[src/rtl/instr_fetch_pkg.sv]
// rtl/instr_fetch_pkg.sv - shared types and constants for the instruction fetch unit
// Purpose: FSM state enum, NOP opcode and program-memory word-address width
//          used by instr_fetch and ifetch_linebuf.
// Ports:   none (package).
package instr_fetch_pkg;

  localparam int WADDR_W = 14;
  localparam logic [7:0] NOP_OP = 8'h00;

  typedef logic [WADDR_W-1:0] waddr_t;

  typedef enum logic [1:0] {
    ST_LOOKUP = 2'd0,
    ST_WAIT   = 2'd1,
    ST_VALID  = 2'd2
  } fetch_state_t;

endpackage

[src/rtl/ifetch_linebuf.sv]
// rtl/ifetch_linebuf.sv - two-entry direct-mapped instruction word buffer
// Purpose: holds up to two program-memory words, indexed by word address bit 0,
//          tagged with the full word address. Two combinational lookup ports,
//          one fill port, one bulk invalidate.
// Ports:
//   clk, rst              clock, synchronous active-high reset (clears valid bits)
//   inv                   clear all valid bits
//   fill_en/addr/data     write one word into slot fill_addr[0]
//   addr_a/hit_a/data_a   lookup port A
//   addr_b/hit_b/data_b   lookup port B
module ifetch_linebuf
  import instr_fetch_pkg::*;
(
  input  logic        clk,
  input  logic        rst,
  input  logic        inv,
  input  logic        fill_en,
  input  waddr_t      fill_addr,
  input  logic [31:0] fill_data,
  input  waddr_t      addr_a,
  output logic        hit_a,
  output logic [31:0] data_a,
  input  waddr_t      addr_b,
  output logic        hit_b,
  output logic [31:0] data_b
);

  logic [1:0]  valid;
  waddr_t      tag  [2];
  logic [31:0] data [2];

  // A fill in the same cycle as an invalidate survives: the returning word is
  // always recorded under the tag it was issued with.
  always_ff @(posedge clk) begin
    if (rst) begin
      valid <= 2'b00;
    end else begin
      if (inv) begin
        valid <= 2'b00;
      end
      if (fill_en) begin
        valid[fill_addr[0]] <= 1'b1;
        tag[fill_addr[0]]   <= fill_addr;
        data[fill_addr[0]]  <= fill_data;
      end
    end
  end

  assign hit_a  = valid[addr_a[0]] && (tag[addr_a[0]] == addr_a);
  assign data_a = data[addr_a[0]];
  assign hit_b  = valid[addr_b[0]] && (tag[addr_b[0]] == addr_b);
  assign data_b = data[addr_b[0]];

endmodule

[src/rtl/instr_fetch.sv]
// rtl/instr_fetch.sv - instruction fetch unit with 2-word line buffer
// Purpose: presents opcode byte and two argument bytes at cpu byte address pc,
//          fetching one or two big-endian words through a 1-cycle instruction
//          port; passes data-segment words through a separate data port.
// Config:  IFETCH_LINEBUF_EN defined keeps buffered words across pc changes;
//          undefined, every pc change invalidates the buffer.
// Ports:
//   clk, rst                    clock, synchronous active-high reset
//   pc, dataindex               cpu byte address / data segment word index
//   imem_addr, imem_rd          instruction-port word address and read strobe
//   imem_rdata                  instruction-port read data (1 cycle after imem_rd)
//   dmem_addr, dmem_rdata       data-port word address and read data
//   op_code, arg1, arg2         bytes at pc, pc+1, pc+2 (NOP/0 when not valid)
//   dataparams                  data segment word
//   insn_valid                  op_code/arg1/arg2 belong to the current pc
module instr_fetch
  import instr_fetch_pkg::*;
#(
  parameter logic [WADDR_W-1:0] DATA_BASE = 14'h0000
) (
  input  logic               clk,
  input  logic               rst,
  input  logic [15:0]        pc,
  input  logic [15:0]        dataindex,
  output logic [WADDR_W-1:0] imem_addr,
  output logic               imem_rd,
  input  logic [31:0]        imem_rdata,
  output logic [WADDR_W-1:0] dmem_addr,
  input  logic [31:0]        dmem_rdata,
  output logic [7:0]         op_code,
  output logic [7:0]         arg1,
  output logic [7:0]         arg2,
  output logic [31:0]        dataparams,
  output logic               insn_valid
);

  fetch_state_t state, state_next;
  logic [15:0]  pc_q;
  waddr_t       req_addr;

  waddr_t       w0, w1, issue_addr;
  logic         need1, pc_change, inv, fill_en;
  logic         hit0, hit1, p0, p1, do_lookup, issue;
  logic [31:0]  d0, d1;
  logic [63:0]  line;

  assign w0        = pc[15:2];
  assign w1        = w0 + 14'd1;   // wraps 14'h3FFF -> 14'h0000
  assign need1     = pc[1];
  assign pc_change = (pc != pc_q);
  assign fill_en   = (state == ST_WAIT) && !rst;

`ifdef IFETCH_LINEBUF_EN
  assign inv = 1'b0;
`else
  assign inv = pc_change && !rst;
`endif

  ifetch_linebuf u_linebuf (
    .clk       (clk),
    .rst       (rst),
    .inv       (inv),
    .fill_en   (fill_en),
    .fill_addr (req_addr),
    .fill_data (imem_rdata),
    .addr_a    (w0),
    .hit_a     (hit0),
    .data_a    (d0),
    .addr_b    (w1),
    .hit_b     (hit1),
    .data_b    (d1)
  );

  // The word being written this cycle counts as present, so the second read of
  // a two-word fetch can issue back-to-back with the first fill.
  assign p0 = (hit0 && !inv) || (fill_en && (req_addr == w0));
  assign p1 = !need1 || (hit1 && !inv) || (fill_en && (req_addr == w1));

  always_comb begin
    state_next = state;
    do_lookup  = 1'b0;
    issue      = 1'b0;
    issue_addr = w0;
    case (state)
      ST_LOOKUP: do_lookup = 1'b1;
      ST_WAIT: begin
        if (pc_change) state_next = ST_LOOKUP;
        else           do_lookup  = 1'b1;
      end
      ST_VALID:  do_lookup = pc_change;
      default:   state_next = ST_LOOKUP;
    endcase
    if (do_lookup) begin
      if (p0 && p1) begin
        state_next = ST_VALID;
      end else begin
        issue      = 1'b1;
        issue_addr = p0 ? w1 : w0;
        state_next = ST_WAIT;
      end
    end
  end

  always_ff @(posedge clk) begin
    if (rst) begin
      state    <= ST_LOOKUP;
      pc_q     <= 16'h0000;
      req_addr <= '0;
    end else begin
      state <= state_next;
      if (do_lookup) pc_q     <= pc;
      if (issue)     req_addr <= issue_addr;
    end
  end

  assign imem_rd    = issue && !rst;
  assign imem_addr  = issue_addr;
  assign insn_valid = (state == ST_VALID) && !pc_change && !rst;

  // Big-endian: byte offset 0 is bits 31:24 of w0; offsets 4..5 spill into w1.
  assign line    = {d0, d1} << {pc[1:0], 3'b000};
  assign op_code = insn_valid ? line[63:56] : NOP_OP;
  assign arg1    = insn_valid ? line[55:48] : 8'h00;
  assign arg2    = insn_valid ? line[47:40] : 8'h00;

  assign dmem_addr  = DATA_BASE + dataindex[WADDR_W-1:0];
  assign dataparams = dmem_rdata;

  logic unused_bits;
  assign unused_bits = ^{dataindex[15:14], line[39:0]};

endmodule

[config.mk]
export PLATFORM = sky130hd
export DESIGN_NAME = instr_fetch
export DESIGN_NICKNAME = d
export VERILOG_FILES = /design/src/rtl/instr_fetch_pkg.sv /design/src/rtl/ifetch_linebuf.sv /design/src/rtl/instr_fetch.sv
export SDC_FILE = /design/constraint.sdc
export NUM_CORES = 1
export LEC_CHECK = 0
export CAP_MARGIN = 25
export CORE_MARGIN = 2
export CORE_UTILIZATION = 56
export CTS_BUF_LIST = sky130_fd_sc_hd__clkbuf_4
export DETAILED_ROUTE_END_ITERATION = 10
export GPL_TIMING_DRIVEN = 0
export PLACE_DENSITY_LB_ADDON = 0.12
export SETUP_SLACK_MARGIN = 0.02
export SLEW_MARGIN = 20
export SYNTH_ARGS = -nofsm -noshare
export SYNTH_HDL_FRONTEND = slang
export SYNTH_SLANG_ARGS = --single-unit
[constraint.sdc]
create_clock -name clk -period 9.5 [get_ports clk]
set_clock_uncertainty 0.1 [all_clocks]
set_input_delay 2.375 -clock clk [delete_from_list [all_inputs] [get_ports clk]]
set_output_delay 2.375 -clock clk [all_outputs]
set_load 0.02 [all_outputs]
Word-level counts from Yosys, hierarchy flattened

Memory sizes are Yosys's and may differ from the RTL's.
Cells that the tools add are included.

Reductions and logical operators: 23
Mux-type cells: 26
Eq/ne operators: 9
Magnitude comparators: 4
Add/sub/neg operators: 1
Bitwise logic cells: 1
Shift operators: 1

Operators by type and width:

| kind                  | number |
|---|---|
| $shl 64x5->64         | 1 |
| $eq 14x14->1          | 4 |
| $mux 14               | 3 |
| $mux 8                | 3 |
| $ne 16x16->1          | 1 |
| $add 14x1->14 const B | 1 |
| $logic_and 1x1->1     | 13 |
| $mux 2                | 6 |
| $mux 1                | 11 |
| $lt 1x2->1 const B    | 3 |
| $logic_not 1->1       | 4 |
| $pmux 2 s2            | 1 |
| $logic_or 1x1->1      | 3 |
| $ne 3x3->1 const B    | 1 |
| $pmux 1 s3            | 1 |
| $eq 2x1->1 const B    | 1 |
| $eq 2x2->1 const B    | 1 |
| $logic_not 2->1       | 1 |
| $ne 2x1->1 const B    | 1 |
| $or 2x2->2            | 1 |
| $reduce_and 2->1      | 1 |
| $reduce_or 2->1       | 1 |
| $demux 1 s1           | 1 |
| $ge 1x1->1 const B    | 1 |

Memories kept: 2
Register bits: 34
Input bits: 98
Memory bits (writable): 92
Word-level logic and storage cells: 71

Memories:

| name           | depth | width | rd ports | clocked after memory_dff | wr ports | RTL line             | RTL |
|---|---|---|---|---|---|---|---|
| u_linebuf.data | 2     | 32    | 2        | 0                        | 1        | ifetch_linebuf.sv:30 | `logic [31:0] data [2];` |
| u_linebuf.tag  | 2     | 14    | 2        | 0                        | 1        | ifetch_linebuf.sv:29 | `waddr_t tag [2];` |

Longest topological paths before layout

Gate-level depths: netlist (run 1).

Word-level depth: 11
Depth in mapped cells: 14
Mapped depth without buffers: 9

By module

A second synthesis (run 1) with hierarchy kept.

Cells, all modules: 669
Area, all modules: 7967.6 µm²

By module, submodules not included:

| module         | cells each | seq. area each (µm²) | times used | area an instance (µm²) |
|---|---|---|---|---|
| ifetch_linebuf | 240        | 2802.7               | 1          | 4205.3 |
| instr_fetch    | 429        | 640.6                | 1          | 3762.4 |

Least setup slack after synthesis (run 1)

Ideal clock, no wire load.

Kind: in2out
From: in pc[2]
To: out imem_addr[2]
Arrival time: 4.982 ns
Stages: 11
Buffers on the path: 2
Slack: 2.043 ns
Required time: 7.025 ns
Path through: ha_1 and2_0 nand4_2 or3_1 a2111oi_1 and4_1 or3_4 buf_6 buf_6 nor2_1 xnor2_1

Longest elaborated chain between the ends: 10
Elaborated cells on any way between the ends: 28
Classes of those cells: 1 x add/sub; 5 x eq/ne; 9 x mux; 12 x reduce/logical; 1 x memory

Ends and longest elaborated chain:

| item                                          | RTL line             | RTL |
|---|---|---|
| start: declaration                            | instr_fetch.sv:23    | `input logic [15:0] pc,` |
| $add 14x1->14                                 | instr_fetch.sv:48    | `assign w1 = w0 + 14'd1;` |
| $mem_v2 2x14 / $mux 1 (equally long branches) | -                    |  |
| $eq 14x14->1 / $mux 1 (equally long branches) | ifetch_linebuf.sv:51 | `assign hit_b = valid[addr_b[0]] && (tag[addr_b[0]] == addr_b);` |
| $logic_and 1x1->1                             | ifetch_linebuf.sv:51 |  |
| $logic_and 1x1->1                             | instr_fetch.sv:77    | `assign p1 = !need1 \|\| (hit1 && !inv) \|\| (fill_en && (req_addr == w1));` |
| $logic_or 1x1->1 (2 in series)                | instr_fetch.sv:77    |  |
| $logic_and 1x1->1                             | instr_fetch.sv:94    | `if (p0 && p1) begin` |
| $mux 14                                       | instr_fetch.sv:94    |  |
| $mux 14 *                                     | instr_fetch.sv:93    | `if (do_lookup) begin` |
| end: declaration                              | instr_fetch.sv:25    | `output logic [WADDR_W-1:0] imem_addr,` |

Mark *: on every way between the ends. The rest lies on a longest branch, timed or not. The select of a mux whose other input is x is not followed.

Worst setup path in the final report (run 1)

Ends and elaborated chain as after synthesis.

==> results.md, run 1 <==
Logic synthesis:
- Synthesis handed over a netlist of between 600 and 700 instances.
- The cell area that synthesis handed to floorplanning was 7670 µm².
- Summed over all instances, the cell type with the most area after synthesis is sky130_fd_sc_hd__edfxtp_1.
- After synthesis, the mean cell area works out to 11.5 µm².
- In the post-synthesis netlist, the biggest area contributors are sky130_fd_sc_hd__edfxtp_1 (36%), sky130_fd_sc_hd__mux4_2 (11%), sky130_fd_sc_hd__dfxtp_1 (8.9%), sky130_fd_sc_hd__mux2i_1 (6.9%), sky130_fd_sc_hd__buf_4 (5.2%).
- The sequential share of the synthesized area is between 40 and 50%.
- In this run the biggest area consumer among cell types represents a little over a third of the synthesized area.
- The post-synthesis net count is 763.
- The number of register bits inferred by synthesis is 126.
- The Yosys step of the flow raised 0 warnings.
- The number of library cell types mapped by synthesis is 64.
- The post-synthesis async set-or-reset flop share is 0%.
- The most used flip-flop cell after synthesis is sky130_fd_sc_hd__edfxtp_1.
- The synthesized design contains between 90 and 100 enable-type register cells.

Clock network:
- The number of CTS-inserted buffers is 17.
- After clock tree synthesis, the flow added hold-fix buffers numbering 0.
- The number of buffers inserted by post-CTS setup repair is 0.
- The CTS H-tree depth is 4.
- No sink is reached through more buffers than the 2 on the longest clock path.
- After clock tree synthesis, the clock-pin slew on the worst setup and hold paths is 0.13 ns.
- The TritonCTS clock tree is yes.
- For the worst-skew pair, the clock arrives at the later sink with an insertion delay of 0.57 ns.
- The root buffer cell chosen for the clock tree is sky130_fd_sc_hd__clkbuf_4.
- The number of gates resized after CTS was 0.
- The CTS sink count is 126.

Outcome:
- The flow ran to the end, and the final reports show no timing, DRC or antenna violations.

Hold path:
- The path class of the tightest hold or removal check is reg -> reg.
- In this run the most critical hold path is launched from req_addr[13].
- The path with the worst hold slack has its endpoint at u_linebuf.tag[1][13].
- The number of cells on the worst hold path is 0.

Cells and area:
- The final standard cell utilization of the core is between 70% and 80%.
- The fraction of final layout cells sized beyond drive strength 1 is between 10% and 20%.
- Summing all multi-input logic gate instances after layout gives roughly 3600 µm².
- From synthesis to final layout, the design area changed by 24.1%.
- The filler cells instantiated in the layout total 947.
- Across the whole layout, storage elements account for 3440 µm².
- The final net count is between 900 and 1k.

Place:
- The weighted congestion reported at the end of routability-driven placement is 0.976.
- Timing analysis after detailed placement gives a worst setup slack of 0.264 ns.
- Input and output buffers added on the ports amount to 126.
- Detailed placement finished with a half-perimeter wire length of 16400 µm.

Power and ir drop:
- Per report_power, the clock group accounts for 29.9% of the total.
- The switching share of total power is 29.8%.
- The cell-internal power is between 0.9 and 1 mW.
- The leakage power summed over all cells is between 3 and 4 nW.
- The combinational fraction of design power is approximately a fifth.
- The net switching power is 0.384 mW.
- The power per cell area is about 140 nW/µm².
- Summing internal, switching and leakage power gives 1.29 mW.
- The sequential group share of total power is 49.3%.
- VDD sags by at most 0.000130 V.

Setup path:
- The largest single stage delay on the critical path is about 0.66 ns.
- The register-to-register path setup slack is roughly 6 ns.
- The worst register-to-register path ends at req_addr[5].
- The critical-path cell with the highest stage delay is sky130_fd_sc_hd__clkdlybuf4s50_1.
- Measured in cells, the most critical reg-to-reg path has a length of 7.
- For the worst setup path, the data arrival time is 6.75 ns.
- The critical path startpoint category is a primary input.
- At the worst endpoint, the required time is around 7 ns.
- The critical path in this run is classified as in -> out.
- The signal on the critical path passes through clkdlybuf4s50_1 > ha_1 > and2_1 > nand4_2 > or3_1 > a2111oi_1 > and4_1 > or3_4 > buf_6 > buf_6 > nor2_1 > xnor2_1 > clkdlybuf4s50_1.
- In this run the critical register-to-register path is launched from pc_q[12].
- Together, buffers and inverters on the worst path number 4.
- Among cell families on the critical path, the largest total delay comes from simple AND/OR/NAND/NOR gates.
- The sort of element at the end of the critical path is an output port.
- Along the worst path, the maximum fanout reaches 10.

Global route:
- Entering global routing, the biggest net connects 48 pins.
- In the global route stage, overall resource usage came out at between 30% and 40%.
- The via count of the first global-routing pass is about 6.1k.
- The number of antenna violations at the first check in global routing is 1.
- The first-pass GRT wire length is 33400 µm.
- The global route total overflow is 0.

Detailed routing:
- The detail route stage leaves a number of antenna-violating nets equal to 0.
- The post-detailed-routing wire length is 21800 µm.
- The DRC violation count after routing is 0.
- The pre-antenna-repair detailed-routing pass consisted of 5 iterations.
- The via count is 6059.
- Dividing the detail-routed via count by the number of cells gives 6.05.
- Dividing the detail-routed wire length by the instance count gives 21.8 µm.
- In this run, the number of DRC markers left after iteration 0 of detailed routing was 677.

Die:
- The initial utilization of the core area, before any placement, comes to slightly below 60%.
- The die boundary width is 121 µm.
- Measured along the y axis, the die boundary spans 121 µm.
- The count of boundary I/O pins is between 150 and 200.
- In this run the standard cell core region covers 13300 µm².
- The initialized floorplan defines 42 standard-cell rows.
- The floorplan step defined a die boundary enclosing 14600 µm².

Timing:
- The final period demand of the worst path is 9.23 ns.
- Setup violations remaining at the end of the flow were counted as 0.
- The hold violation count in the final report came to 0.
- The tightest hold path in the finished design has a slack of just over 0.4 ns.
- The part of the cycle the worst path needs is 97.1%.
- The setup TNS is 0 ns.
- At the pin with the least slew margin, the transition time is 1.05 ns.
- Derived from the worst setup path, the maximum achievable clock frequency is roughly 110 MHz.
- Setup slack on the critical path of the routed design comes to 0.272 ns.
- The worst pin sits at a relative slew slack of between 20% and 30%.
- Setup repair after global routing left no endpoint under its margin.
- The max-slew violation total from the final report is 0.

Flow run:
- Across the run, the number of max-cap violations was 0.
## cell usage after synthesis, drive strengths merged (2+ instances only)
| master | instances |
|---|---|
| nand3 | 16 |
| a221oi | 3 |
| o21a | 2 |
| and3 | 6 |
| and2 | 5 |
| edfxtp | 92 |
| o21bai | 9 |
| xor2 | 37 |
| o21ai | 16 |
| or3 | 15 |
| nor4 | 13 |
| inv | 9 |
| and4 | 3 |
| nor2 | 44 |
| a211oi | 6 |
| mux2i | 53 |
| a41oi | 2 |
| nor3b | 3 |
| nand2 | 49 |
| nor3 | 3 |
| nand3b | 3 |
| a31oi | 11 |
| dfxtp | 34 |
| o41ai | 2 |
| nor2b | 4 |
| buf | 76 |
| o211ai | 2 |
| or4 | 2 |
| a21oi | 26 |
| o2111ai | 2 |
| a311oi | 3 |
| mux4 | 36 |
| nand4 | 8 |
| clkbuf | 17 |
| a2111oi | 2 |
| xnor2 | 36 |
## metrics by stage
step | instances | instance area (µm²)
floorplan | 664 | 7670
global placement | 966 | 9150
detailed placement | 968 | 9220
CTS | 1000 | 9510
global route | 1002 | 9520
finish | 1002 | 9520
## final cells by class
cell class                 count  area share, %
inverter                      10          0.394
buffer                        93           6.52
clock buffer                  17           1.34
clock inverter                15           1.71
sequential                   126           36.2
timing repair buffer         129           13.9
antenna                        1         0.0263
tap                          176           2.31
multi-input combinational    435           37.6
## cells by family (layout without fill, tap and decap cells)
group	count (synthesis)	count (layout)	synth area share, %
AOI/OAI and AO/OA	94	94	8.34
xor gates and xnor gates	74	74	8.63
adders and majority gates	1	1	0.163
buffers and inverters	103	264	8.58
DFF	126	126	44.9
muxes	89	89	17.5
other	0	1	0
and+or+nand+nor	177	177	11.9
## layer usage
layer	wire length (µm)	global-route usage [%]
met1	8630	40.9
met2	10600	49.9
met3	1990	6.20
met4	576	11.6
met5	0	0
## placed cells by master (no fill, tap or decap), types with 4 or more instances in the layout
cell type and count:
sky130_fd_sc_hd__nor2b_1 4, sky130_fd_sc_hd__o21bai_1 9, sky130_fd_sc_hd__clkbuf_4 17, sky130_fd_sc_hd__o21ai_1 9
sky130_fd_sc_hd__nand4_1 6, sky130_fd_sc_hd__buf_2 10, sky130_fd_sc_hd__clkbuf_1 17, sky130_fd_sc_hd__nor4_1 10
sky130_fd_sc_hd__xnor2_1 36, sky130_fd_sc_hd__mux2i_1 53, sky130_fd_sc_hd__clkinvlp_4 5, sky130_fd_sc_hd__a211oi_1 4
sky130_fd_sc_hd__clkdlybuf4s50_1 126, sky130_fd_sc_hd__nand2_1 49, sky130_fd_sc_hd__nand3_1 16, sky130_fd_sc_hd__buf_1 6
sky130_fd_sc_hd__buf_4 53, sky130_fd_sc_hd__or3_1 14, sky130_fd_sc_hd__inv_1 9, sky130_fd_sc_hd__mux4_2 36
sky130_fd_sc_hd__buf_6 6, sky130_fd_sc_hd__edfxtp_1 92, sky130_fd_sc_hd__nor2_1 42, sky130_fd_sc_hd__o21ai_0 7
sky130_fd_sc_hd__dfxtp_1 34, sky130_fd_sc_hd__a21oi_1 26, sky130_fd_sc_hd__xor2_1 37, sky130_fd_sc_hd__and2_1 4
sky130_fd_sc_hd__and3_1 6, sky130_fd_sc_hd__a31oi_1 11
## sequential cells by signal, summed over array words and instances (netlist names)
signal           count
u_linebuf.tag       28
state                2
req_addr            14
u_linebuf.valid      2
pc_q                16
u_linebuf.data      64
## power by group through the flow
stage | Sequential [mW] | Combinational [mW] | Clock [mW]
after CTS | 0.634 | 0.266 | 0.389
after detailed placement | 0.646 | 0.265 | 0
final | 0.635 | 0.267 | 0.385
after global placement | 0.645 | 0.257 | 0
after global routing | 0.638 | 0.285 | 0.410
after floorplan | 0.641 | 0.173 | 0
## worst max path at each step
| stage | slack (ns) | depth (start not counted) | endpoint | startpoint |
|---|---|---|---|---|
| floorplan | 2.04 | 11 | imem_addr[2] | pc[2] |
| global placement | 0.26 | 13 | imem_addr[2] | pc[2] |
| detailed placement | 0.26 | 13 | imem_addr[2] | pc[2] |
| CTS | 0.24 | 13 | imem_addr[2] | pc[2] |
| global route | 0.09 | 13 | imem_addr[2] | pc[2] |
| finish | 0.27 | 13 | imem_addr[2] | pc[2] |
No activity file was read; power rests on OpenSTA's default activity.
==> run 2, diff against run 1 <==
--- a/config.mk
+++ b/config.mk
@@ -11,7 +11,7 @@
 export CTS_BUF_LIST = sky130_fd_sc_hd__clkbuf_4
 export DETAILED_ROUTE_END_ITERATION = 10
 export GPL_TIMING_DRIVEN = 0
-export PLACE_DENSITY_LB_ADDON = 0.12
+export PLACE_DENSITY_LB_ADDON = 0.1
 export SETUP_SLACK_MARGIN = 0.02
 export SLEW_MARGIN = 20
 export SYNTH_ARGS = -nofsm -noshare
==> results.md, run 2 (same netlist as run 1, synthesis figures left out) <==
Flow run:
- Max-cap violations in this run came to 0.

Cells and area:
- The filler cells instantiated in the layout total 986.
- The post-synthesis to final-layout area growth is 23.6%.
- Registers take 3440 µm².
- The register with the most flip-flops in the layout has 64 of them.
- The top cell types in the final layout, fill and taps aside, are sky130_fd_sc_hd__clkdlybuf4s50_1 (126), sky130_fd_sc_hd__edfxtp_1 (92), sky130_fd_sc_hd__buf_4 (54).
- The area of the multi-input gates is 3580 µm².
- The net count of the finished layout is 911.
- The final cell area excluding filler cells is roughly 9500 µm².
- The leading cell type in the layout, fill and taps excluded is sky130_fd_sc_hd__clkdlybuf4s50_1.
- The fraction of final layout cells sized beyond drive strength 1 is 18.7%.

Timing:
- The setup TNS is 0 ns.
- After layout, the worst path uses a little over nine tenths of the clock period.
- For this run, the top clock speed supported by timing is 108 MHz.
- The measured slew at the worst slew-check pin is 0.970 ns.
- The hold violation count in the final report came to 0.
- The post-route worst hold slack is between 0.4 and 0.5 ns.
- The final number of setup-violating endpoints is 0.
- The final period demand of the worst path is roughly 9 ns.
- Setup repair after global routing left no endpoint under its margin.
- The relative slew slack is 35.4%.
- The max-slew violation total from the final report is 0.

Global route:
- Entering global routing, the biggest net connects 48 pins.
- The number of antenna violations at the first check in global routing is 1.
- The first global-routing pass estimated 33300 µm of wire.
- The global route total overflow is 0.
- The via count of the first global-routing pass is a little over 6k.
- Across every metal layer, demand over resource in global routing totals between 30% and 40%.

Die:
- The count of boundary I/O pins is 184.
- The die boundary width is roughly 120 µm.
- The area of the die is 14600 µm².
- The floorplan row count is 42.
- The effective utilization at floorplan is 57.7%.
- The core region is 13300 µm².
- The height of the die is 121 µm.

Hold path:
- The startpoint identified for the worst hold timing path is req_addr[12].
- In this run the worst hold path is classified as reg -> reg.

Clock network:
- The number of CTS-inserted buffers is 17.
- The total of hold buffers inserted after clock tree synthesis is 0.
- The maximum number of buffers from clock root to sink is 2.
- CTS built an H-tree with a depth of 4.
- The TritonCTS clock tree is yes.
- The clock transition at the registers of the reported paths is 0.11 ns.
- The cell sitting at the root of the clock tree is a sky130_fd_sc_hd__clkbuf_4.
- The insertion delay to the later sink of the worst-skew pair is 0.54 ns.
- The number of setup buffers added after CTS is 0.
- For this design, the sink count on the clock tree is 126.
- In this run, post-CTS repair resized a total of 0 instances.

Setup path:
- The arrival time of data at the critical path endpoint is 6.78 ns.
- The sort of element at the end of the critical path is an output port.
- The category of the critical setup timing path is in -> out.
- The reg-to-reg startpoint is u_linebuf.tag[0][12].
- In this run the worst path has a maximum fanout of 10.
- The worst setup path is launched from a primary input.
- The data required time at the worst endpoint is 7.03 ns.
- The startpoint of the worst setup timing path is pc[2].

Place:
- The weighted congestion reported at the end of routability-driven placement is 0.966.
- Detailed placement ended at an HPWL of 16500 µm.
- In this run the tool buffered the top-level ports with roughly 130 buffer cells.
- The post-place instance area is 9210 µm².

Power and ir drop:
- The overall power of the completed layout is about 1.2 mW.
- Dividing total power by cell area gives a power density of approximately 130 nW/µm².
- The analysis attributes to cell leakage a power of 3.50 nW.
- The worst-case IR drop observed on VDD is 0.000150 V.

Detailed routing:
- The number of nets with antenna violations after routing is 0.
- In the routed design, unresolved DRC markers number 0.
- In the routed layout, each cell is associated on average with a via count of 6.10.
- Dividing the detail-routed wire length by the instance count gives 21.9 µm.
- The via count is 6110.
- The first routing iteration left 594 violations.
- The post-detailed-routing wire length is between 20000 and 25000 µm.
- The first detailed-routing pass took 5 iterations.

Outcome:
- The flow ran to the end, and the final reports show no timing, DRC or antenna violations.
## run 2: through the flow
stage | instances | utilization, % | worst slack (ns)
final | 1002 | 71.3 | 0.245
after global routing | 1002 | 71.3 | 0.0384
after CTS | 1000 | 71.2 | 0.287
after detailed placement | 968 | 69.3 | 0.339
after global placement | 966 | 68.8 | 0.295
after floorplan | 664 | - | 2.04
## run 2: layout make-up
type                       instances  area share (%)
inverter                          10           0.396
timing repair buffer             129            13.9
multi-input combinational        435            37.8
buffer                            93            6.55
clock buffer                      19            1.51
clock inverter                    13            1.21
tap                              176            2.32
antenna                            1          0.0264
sequential                       126            36.3
## run 2: path summary, 6_finish.rpt
path,endpoint,slack (ns),depth (start not counted)
worst max-delay path,imem_addr[2],0.25,13
worst min-delay path,u_linebuf.tag[0][12],0.42,0
worst max register to register,req_addr[4],6.03,8
worst min register to register,u_linebuf.tag[0][12],0.42,0
## run 2: worst max-delay path, stage by stage
cell	delay, ns
sky130_fd_sc_hd__clkdlybuf4s50_1	0.50
sky130_fd_sc_hd__ha_1	0.32
sky130_fd_sc_hd__and2_0	0.45
sky130_fd_sc_hd__nand4_2	0.23
sky130_fd_sc_hd__or3_1	0.41
sky130_fd_sc_hd__a2111oi_1	0.61
sky130_fd_sc_hd__and4_1	0.38
sky130_fd_sc_hd__or3_4	0.22
sky130_fd_sc_hd__buf_6	0.17
sky130_fd_sc_hd__buf_6	0.18
sky130_fd_sc_hd__nor2_1	0.07
sky130_fd_sc_hd__xnor2_1	0.19
sky130_fd_sc_hd__clkdlybuf4s50_1	0.64
## run 2: power by group
part / internal, mW / total (mW) / switching, mW
Clock: 0.135 / 0.344 / 0.208
Sequential: 0.616 / 0.635 / 0.0188
Combinational: 0.127 / 0.268 / 0.140
Total: 0.879 / 1.25 / 0.368
## run 2: metal layers
metal / up-vias / routed length (µm) / GRT usage, %
met3: 31 / 1980 / 7.10
met4: 0 / 405 / 9.38
met5: - / 0 / 0
li1: 2730 / - / -
met1: 2984 / 9050 / 41.3
met2: 365 / 10500 / 49.1
